## config.mk

```make
export PLATFORM = sky130hd
export DESIGN_NAME = data_path_param
export DESIGN_NICKNAME = d
export VERILOG_FILES = /design/src/rtl/data_path_param.sv
export SDC_FILE = /design/constraint.sdc
export NUM_CORES = 1
export LEC_CHECK = 0
export ABC_AREA = 1
export BUFFER_PORTS_ARGS = -buffer_cell sky130_fd_sc_hd__buf_2
export CORE_MARGIN = 2
export CORE_UTILIZATION = 35
export DETAILED_ROUTE_END_ITERATION = 8
export PLACE_DENSITY = 0.56
export SETUP_SLACK_MARGIN = 0.2
export SLEW_MARGIN = 0
export SYNTH_ARGS = -nofsm -noshare
export SYNTH_HDL_FRONTEND = slang
export SYNTH_SLANG_ARGS = --single-unit
```

## constraint.sdc

```tcl
create_clock -name clk -period 1.1 [get_ports clk]
set_input_delay 0.22 -clock clk [delete_from_list [all_inputs] [get_ports clk]]
set_output_delay 0.22 -clock clk [all_outputs]
set_load 0.02 [all_outputs]
```

## src/rtl/data_path_param.sv

```systemverilog
// Parameterised CPU datapath: IR/MAR/PC, general register file, CCR, BUS1/BUS2 muxing.
// Optional downward-growing hardware stack pointer, compiled in with DATA_PATH_STACK_EN.
module data_path_param #(
  parameter int DATA_W      = 8,
  parameter int ADDR_W      = 8,
  parameter int NREGS       = 4,
  parameter int STACK_DEPTH = 4,
  localparam int RS_W       = $clog2(NREGS)
) (
  input  logic              clk,
  input  logic              reset,
  input  logic              ir_load,
  input  logic              mar_load,
  input  logic              pc_load,
  input  logic              pc_inc,
  input  logic              reg_load,
  input  logic              ccr_load,
  input  logic [RS_W-1:0]   reg_wsel,
  input  logic [RS_W-1:0]   reg_asel,
  input  logic [RS_W-1:0]   reg_bsel,
  input  logic [1:0]        bus1_sel,
  input  logic [1:0]        bus2_sel,
  input  logic [DATA_W-1:0] alu_result,
  input  logic [3:0]        alu_nzvc,
  output logic [DATA_W-1:0] alu_a,
  output logic [DATA_W-1:0] alu_b,
  input  logic [DATA_W-1:0] from_memory,
  output logic [DATA_W-1:0] to_memory,
  output logic [DATA_W-1:0] ir,
  output logic [ADDR_W-1:0] address,
  output logic [3:0]        ccr,
  input  logic              sp_push,
  input  logic              sp_pop,
  input  logic              err_clr,
  output logic              sp_full,
  output logic              sp_empty,
  output logic              stack_err
);

  logic [DATA_W-1:0]             ir_q, ir_d;
  logic [ADDR_W-1:0]             mar_q, mar_d;
  logic [ADDR_W-1:0]             pc_q, pc_d;
  logic [3:0]                    ccr_q, ccr_d;
  logic [NREGS-1:0][DATA_W-1:0]  regs_q, regs_d;
  logic [DATA_W-1:0]             bus1, bus2, sp_bus;

`ifdef DATA_PATH_STACK_EN
  localparam logic [ADDR_W-1:0] STACK_TOP = '1;
  localparam logic [ADDR_W-1:0] STACK_LIM = STACK_TOP - ADDR_W'(STACK_DEPTH);

  logic [ADDR_W-1:0] sp_q, sp_d;
  logic              stack_err_q, stack_err_d;

  assign sp_full   = (sp_q == STACK_LIM);
  assign sp_empty  = (sp_q == STACK_TOP);
  assign stack_err = stack_err_q;
  assign sp_bus    = DATA_W'(sp_q);

  // An error in the same cycle as err_clr wins, so it is applied last.
  always_comb begin
    sp_d        = sp_q;
    stack_err_d = stack_err_q;
    if (err_clr) stack_err_d = 1'b0;
    if (sp_push && !sp_pop) begin
      if (sp_full) stack_err_d = 1'b1;
      else         sp_d        = sp_q - 1'b1;
    end else if (sp_pop && !sp_push) begin
      if (sp_empty) stack_err_d = 1'b1;
      else          sp_d        = sp_q + 1'b1;
    end
  end

  always_ff @(posedge clk or negedge reset) begin
    if (!reset) begin
      sp_q        <= STACK_TOP;
      stack_err_q <= 1'b0;
    end else begin
      sp_q        <= sp_d;
      stack_err_q <= stack_err_d;
    end
  end
`else
  logic unused_stack_in;
  assign unused_stack_in = sp_push ^ sp_pop ^ err_clr;
  assign sp_full   = 1'b0;
  assign sp_empty  = 1'b1;
  assign stack_err = 1'b0;
  assign sp_bus    = '0;
`endif

  always_comb begin
    bus1 = '0;
    case (bus1_sel)
      2'b00:   bus1 = DATA_W'(pc_q);
      2'b01:   bus1 = regs_q[reg_asel];
      2'b10:   bus1 = sp_bus;
      default: bus1 = '0;
    endcase
  end

  always_comb begin
    bus2 = '0;
    case (bus2_sel)
      2'b00:   bus2 = alu_result;
      2'b01:   bus2 = bus1;
      2'b10:   bus2 = from_memory;
      default: bus2 = '0;
    endcase
  end

  assign to_memory = bus1;
  assign alu_a     = bus1;
  assign alu_b     = regs_q[reg_bsel];
  assign ir        = ir_q;
  assign address   = mar_q;
  assign ccr       = ccr_q;

  always_comb begin
    ir_d   = ir_load  ? bus2 : ir_q;
    mar_d  = mar_load ? bus2[ADDR_W-1:0] : mar_q;
    ccr_d  = ccr_load ? alu_nzvc : ccr_q;
    pc_d   = pc_q;
    if (pc_load)     pc_d = bus2[ADDR_W-1:0];
    else if (pc_inc) pc_d = pc_q + 1'b1;
    regs_d = regs_q;
    if (reg_load) regs_d[reg_wsel] = bus2;
  end

  always_ff @(posedge clk or negedge reset) begin
    if (!reset) begin
      ir_q   <= '0;
      mar_q  <= '0;
      pc_q   <= '0;
      ccr_q  <= '0;
      regs_q <= '0;
    end else begin
      ir_q   <= ir_d;
      mar_q  <= mar_d;
      pc_q   <= pc_d;
      ccr_q  <= ccr_d;
      regs_q <= regs_d;
    end
  end

endmodule

```

==> impl_table.tex <==
\begin{tabular}{lr}
\hline
Metric & Value \\
\hline
\multicolumn{2}{l}{\textbf{Synth}} \\
Cell type contributing the most total cell area after synthesis & dfrtp\_1 \\
Post-synth ARST share & 100\% \\
Dominant cell by count in the synthesized netlist & nand2\_1 \\
Most used standard cells in the synthesized netlist & 216 x nand2\_1, 60 x dfrtp\_1, 21 x nor2\_1 \\
Total number of yosys warnings & 0 \\
Syn Inst Count & 464 \\
Per-instance average area after synthesis & 7.92 um\^{}2 \\
Fraction of post-synthesis cell area in the top cell type by area & 40.8\% \\
Sequential element share of the synthesized area & 40.8\% \\
Post-synth EDFFs & 0 \\
Post-synthesis sequential element count & 60 \\
Post-synth design cell area & 3680 um\^{}2 \\
Netlist cell types & 34 \\
Primary flip-flop cell chosen by synthesis mapping & dfrtp\_1 \\
Leading post-synthesis cells by cell area & dfrtp\_1 41\%, nand2\_1 22\%, nand3\_2 5.2\% \\
\multicolumn{2}{l}{\textbf{Global route}} \\
Total routing resource utilization after global routing & 21.6\% \\
Overflow after GRT & 0 \\
Number of global-route vias before repair & 3646 \\
Number of antenna violations at the first check in global routing & 0 \\
Largest net degree at the start of global routing & 30 \\
Wire length of the first global-routing pass & 18700 um \\
\multicolumn{2}{l}{\textbf{Final layout}} \\
Total of fill cells in the finished design & 988 \\
Non-filler cells, final & 747 \\
Antenna cells & 0 \\
Total Nets Final & 648 \\
Area added between synthesis and finish & 55.3\% \\
Post-route core utilization & 55.5\% \\
Layout cells sized above 1 & 54.2\% \\
Final design instance area without fill & 5710 um\^{}2 \\
\multicolumn{2}{l}{\textbf{Detailed routing}} \\
Pre-Repair DR Iteration Count & 4 \\
Residual DRC & 0 \\
Detailed-route vias per instance & 4.79 \\
Wirelength per Cell & 15.8 um \\
Initial DRC Count & 194 \\
Wirelength, routed & 11800 um \\
Vias after detailed routing & 3581 \\
Residual antenna-violating net count after detailed routing & 0 \\
\multicolumn{2}{l}{\textbf{Placement}} \\
Post-DP HPWL & 8080 um \\
Post-place instance area & 4690 um\^{}2 \\
Port Buf Inserts & 81 \\
Cell count after placement & 706 \\
Final weighted congestion in routability-driven placement & 0.841 \\
Pre-CTS setup slack & -337 ps \\
\multicolumn{2}{l}{\textbf{Setup path}} \\
Capture point of the worst reg-to-reg path & regs\_q[3] \\
Worst path bufs/invs & 1 \\
Startpoint Class & flip-flop \\
Largest driver fanout on the critical path & 3 \\
Path type of the worst setup path & reg -> out \\
Library cell contributing the largest single delay on the critical path & dfrtp\_1 \\
Cell chain of the critical path & nand2\_2 > nand3\_2 > nand3\_2 > nand2\_4 > buf\_6 \\
R2r startpoint & regs\_q[19] \\
Worst path required time & 880 ps \\
Crit path arrival time & 1260 ps \\
Worst stage delay on the critical path & 420 ps \\
Cell mode on critical path & nand3\_2 \\
Nature of the critical path endpoint & output pin \\
CP delay by family, top & flip-flops \\
Reg2reg setup slack & -280 ps \\
Number of cells on the worst reg-to-reg path & 10 \\
\multicolumn{2}{l}{\textbf{Worst hold path}} \\
Endpoint of the worst hold-timing path & ccr[0] \\
Hold crit path type & in -> reg \\
Cell depth of the worst min-delay path & 2 \\
Hold path startpoint & alu\_nzvc[0] \\
\multicolumn{2}{l}{\textbf{Floorplanning}} \\
Area of the core & 10300 um\^{}2 \\
Floorplan die width & 106 um \\
Effective utilization at floorplan & 35.8\% \\
Count of pins on the block boundary & 88 \\
Rows & 37 \\
Chip Height & 106 um \\
Die footprint & 11300 um\^{}2 \\
\multicolumn{2}{l}{\textbf{Power}} \\
Switching Power & 2.70 mW \\
Design internal power & 4.79 mW \\
Sequential fraction of design power & 37.0\% \\
Total power draw & 7.49 mW \\
Net Sw Frac & 36.0\% \\
Worst vdd rail ir drop & 714 uV \\
Proportion of power drawn by the clock network & 28.5\% \\
Share of total power in combinational logic & 34.5\% \\
Leakage power & 2.94 nW \\
Ratio of total power to cell area & 1310 nW/um\^{}2 \\
\multicolumn{2}{l}{\textbf{Timing}} \\
Setup repair after global routing missed its margin & true \\
Pins over their slew limit & 0 \\
Number of hold violations in the final report & 0 \\
Hold WS & 104 ps \\
Final setup violating endpoints & 98 \\
Transition time at the pin with the least slew margin & 635 ps \\
Fin crit period & 1480 ps \\
Headroom to the max-slew limit & 57.5\% \\
Maximum frequency from static timing analysis & 675 MHz \\
Post-route setup slack & -381 ps \\
Final worst clock skew & 10.8 ps \\
Final critical-path share of the clock period & 135\% \\
Final sum of negative setup slack & -20580 ps \\
\multicolumn{2}{l}{\textbf{Clocking}} \\
Number of levels in the clock H-tree & 3 \\
Clock tree from TritonCTS & built \\
Root Buffer & clkbuf\_8 \\
Skew-Pair Late Insertion Delay & 360 ps \\
Clock slew seen by the registers of the worst setup and hold paths & 80 ps \\
CTS Sinks & 60 \\
CTS Buffer Depth & 2 \\
TritonCTS Buffers & 9 \\
\multicolumn{2}{l}{\textbf{Status}} \\
Result of the run & finished with violations \\
Violated checks & setup timing \\
\multicolumn{2}{l}{\textbf{Flow run}} \\
Max-cap viol count & 0 \\
\hline
\end{tabular}
[per-layer routing]
layer  GRT usage [%]  wire length (um)  up-vias
li1                -                 -     1753
met1            29.1              5100     1705
met2            35.4              5840      106
met3            3.37               647       17
met4            7.61               201        0
met5               0                 0        -
[sequential cells by signal (all words and copies together) (netlist names)]
signal and flops:
ccr 4, address 8, pc_q 8, ir 8, regs_q 32
[layout make-up]
cell class                 instances  area, um^2  share of cell area [%]
tap                              136         170                    2.98
inverter                          29         133                    2.32
timing repair buffer             151        1340                    23.4
clock inverter                     7        82.6                    1.45
clock buffer                       9         124                    2.17
multi-input combinational        355        2360                    41.4
sequential                        60        1500                    26.3
[layout by cell type, fill, tap and decap left out, types with 6 or more instances in the layout]
master and instances:
nand2_1 167, buf_6 61, dfrtp_1 60, nand2_2 57, buf_4 47, buf_2 37, nand3_2 18, inv_1 18
nand2_4 16, nand3_4 11, o21ai_2 10, nor2_2 9, clkbuf_8 9, nand3_1 8, nor2_4 8, o22ai_4 7
inv_2 7, nand4_1 7, nor2_1 6
[timing repair]
item	CTS	global route
pin swaps	60	35
hold buffers	1	0
setup endpoints to repair	100	100
hold endpoints to repair	9	0
resized for setup	135	51
buffers inserted	16	8
[worst max-delay path by stage]
stage	startpoint	endpoint	slack, ps	cells past startpoint
after global routing	regs_q[31]	to_memory[7]	-420	5
after floorplan	reg_asel[0]	to_memory[6]	-80	8
after global placement	bus2_sel[0]	regs_q[22]	-320	6
after detailed placement	bus2_sel[0]	regs_q[22]	-340	6
after CTS	regs_q[10]	to_memory[2]	-370	5
final	regs_q[2]	to_memory[2]	-380	5
[power groups by stage]
| stage | clock network [mW] | registers [mW] | logic, mW |
|---|---|---|---|
| finish | 2.13 | 2.77 | 2.58 |
| global route | 2.27 | 2.81 | 2.78 |
| CTS | 2.18 | 2.76 | 2.46 |
| detailed placement | 0 | 2.77 | 2.00 |
| global placement | 0 | 2.76 | 1.96 |
| floorplan | 0 | 2.84 | 1.21 |
[kinds of logic after synthesis]
family	Yosys count	synth area share, %
compound gates	28	4.25
xor+xnor	4	0.953
fa+ha+maj	1	0.340
buf+inv	50	8.10
flops	60	40.8
mux	4	1.23
other cells	2	0.204
simple gates	315	44.1
[worst register-to-register path: cells and delay by family (launching register included)]
kind,cells,cell delay (ps)
AND/OR/NAND/NOR,8,660
buffers and inverters,2,220
flip-flops,1,410
No activity file was read; power rests on OpenSTA's default activity.
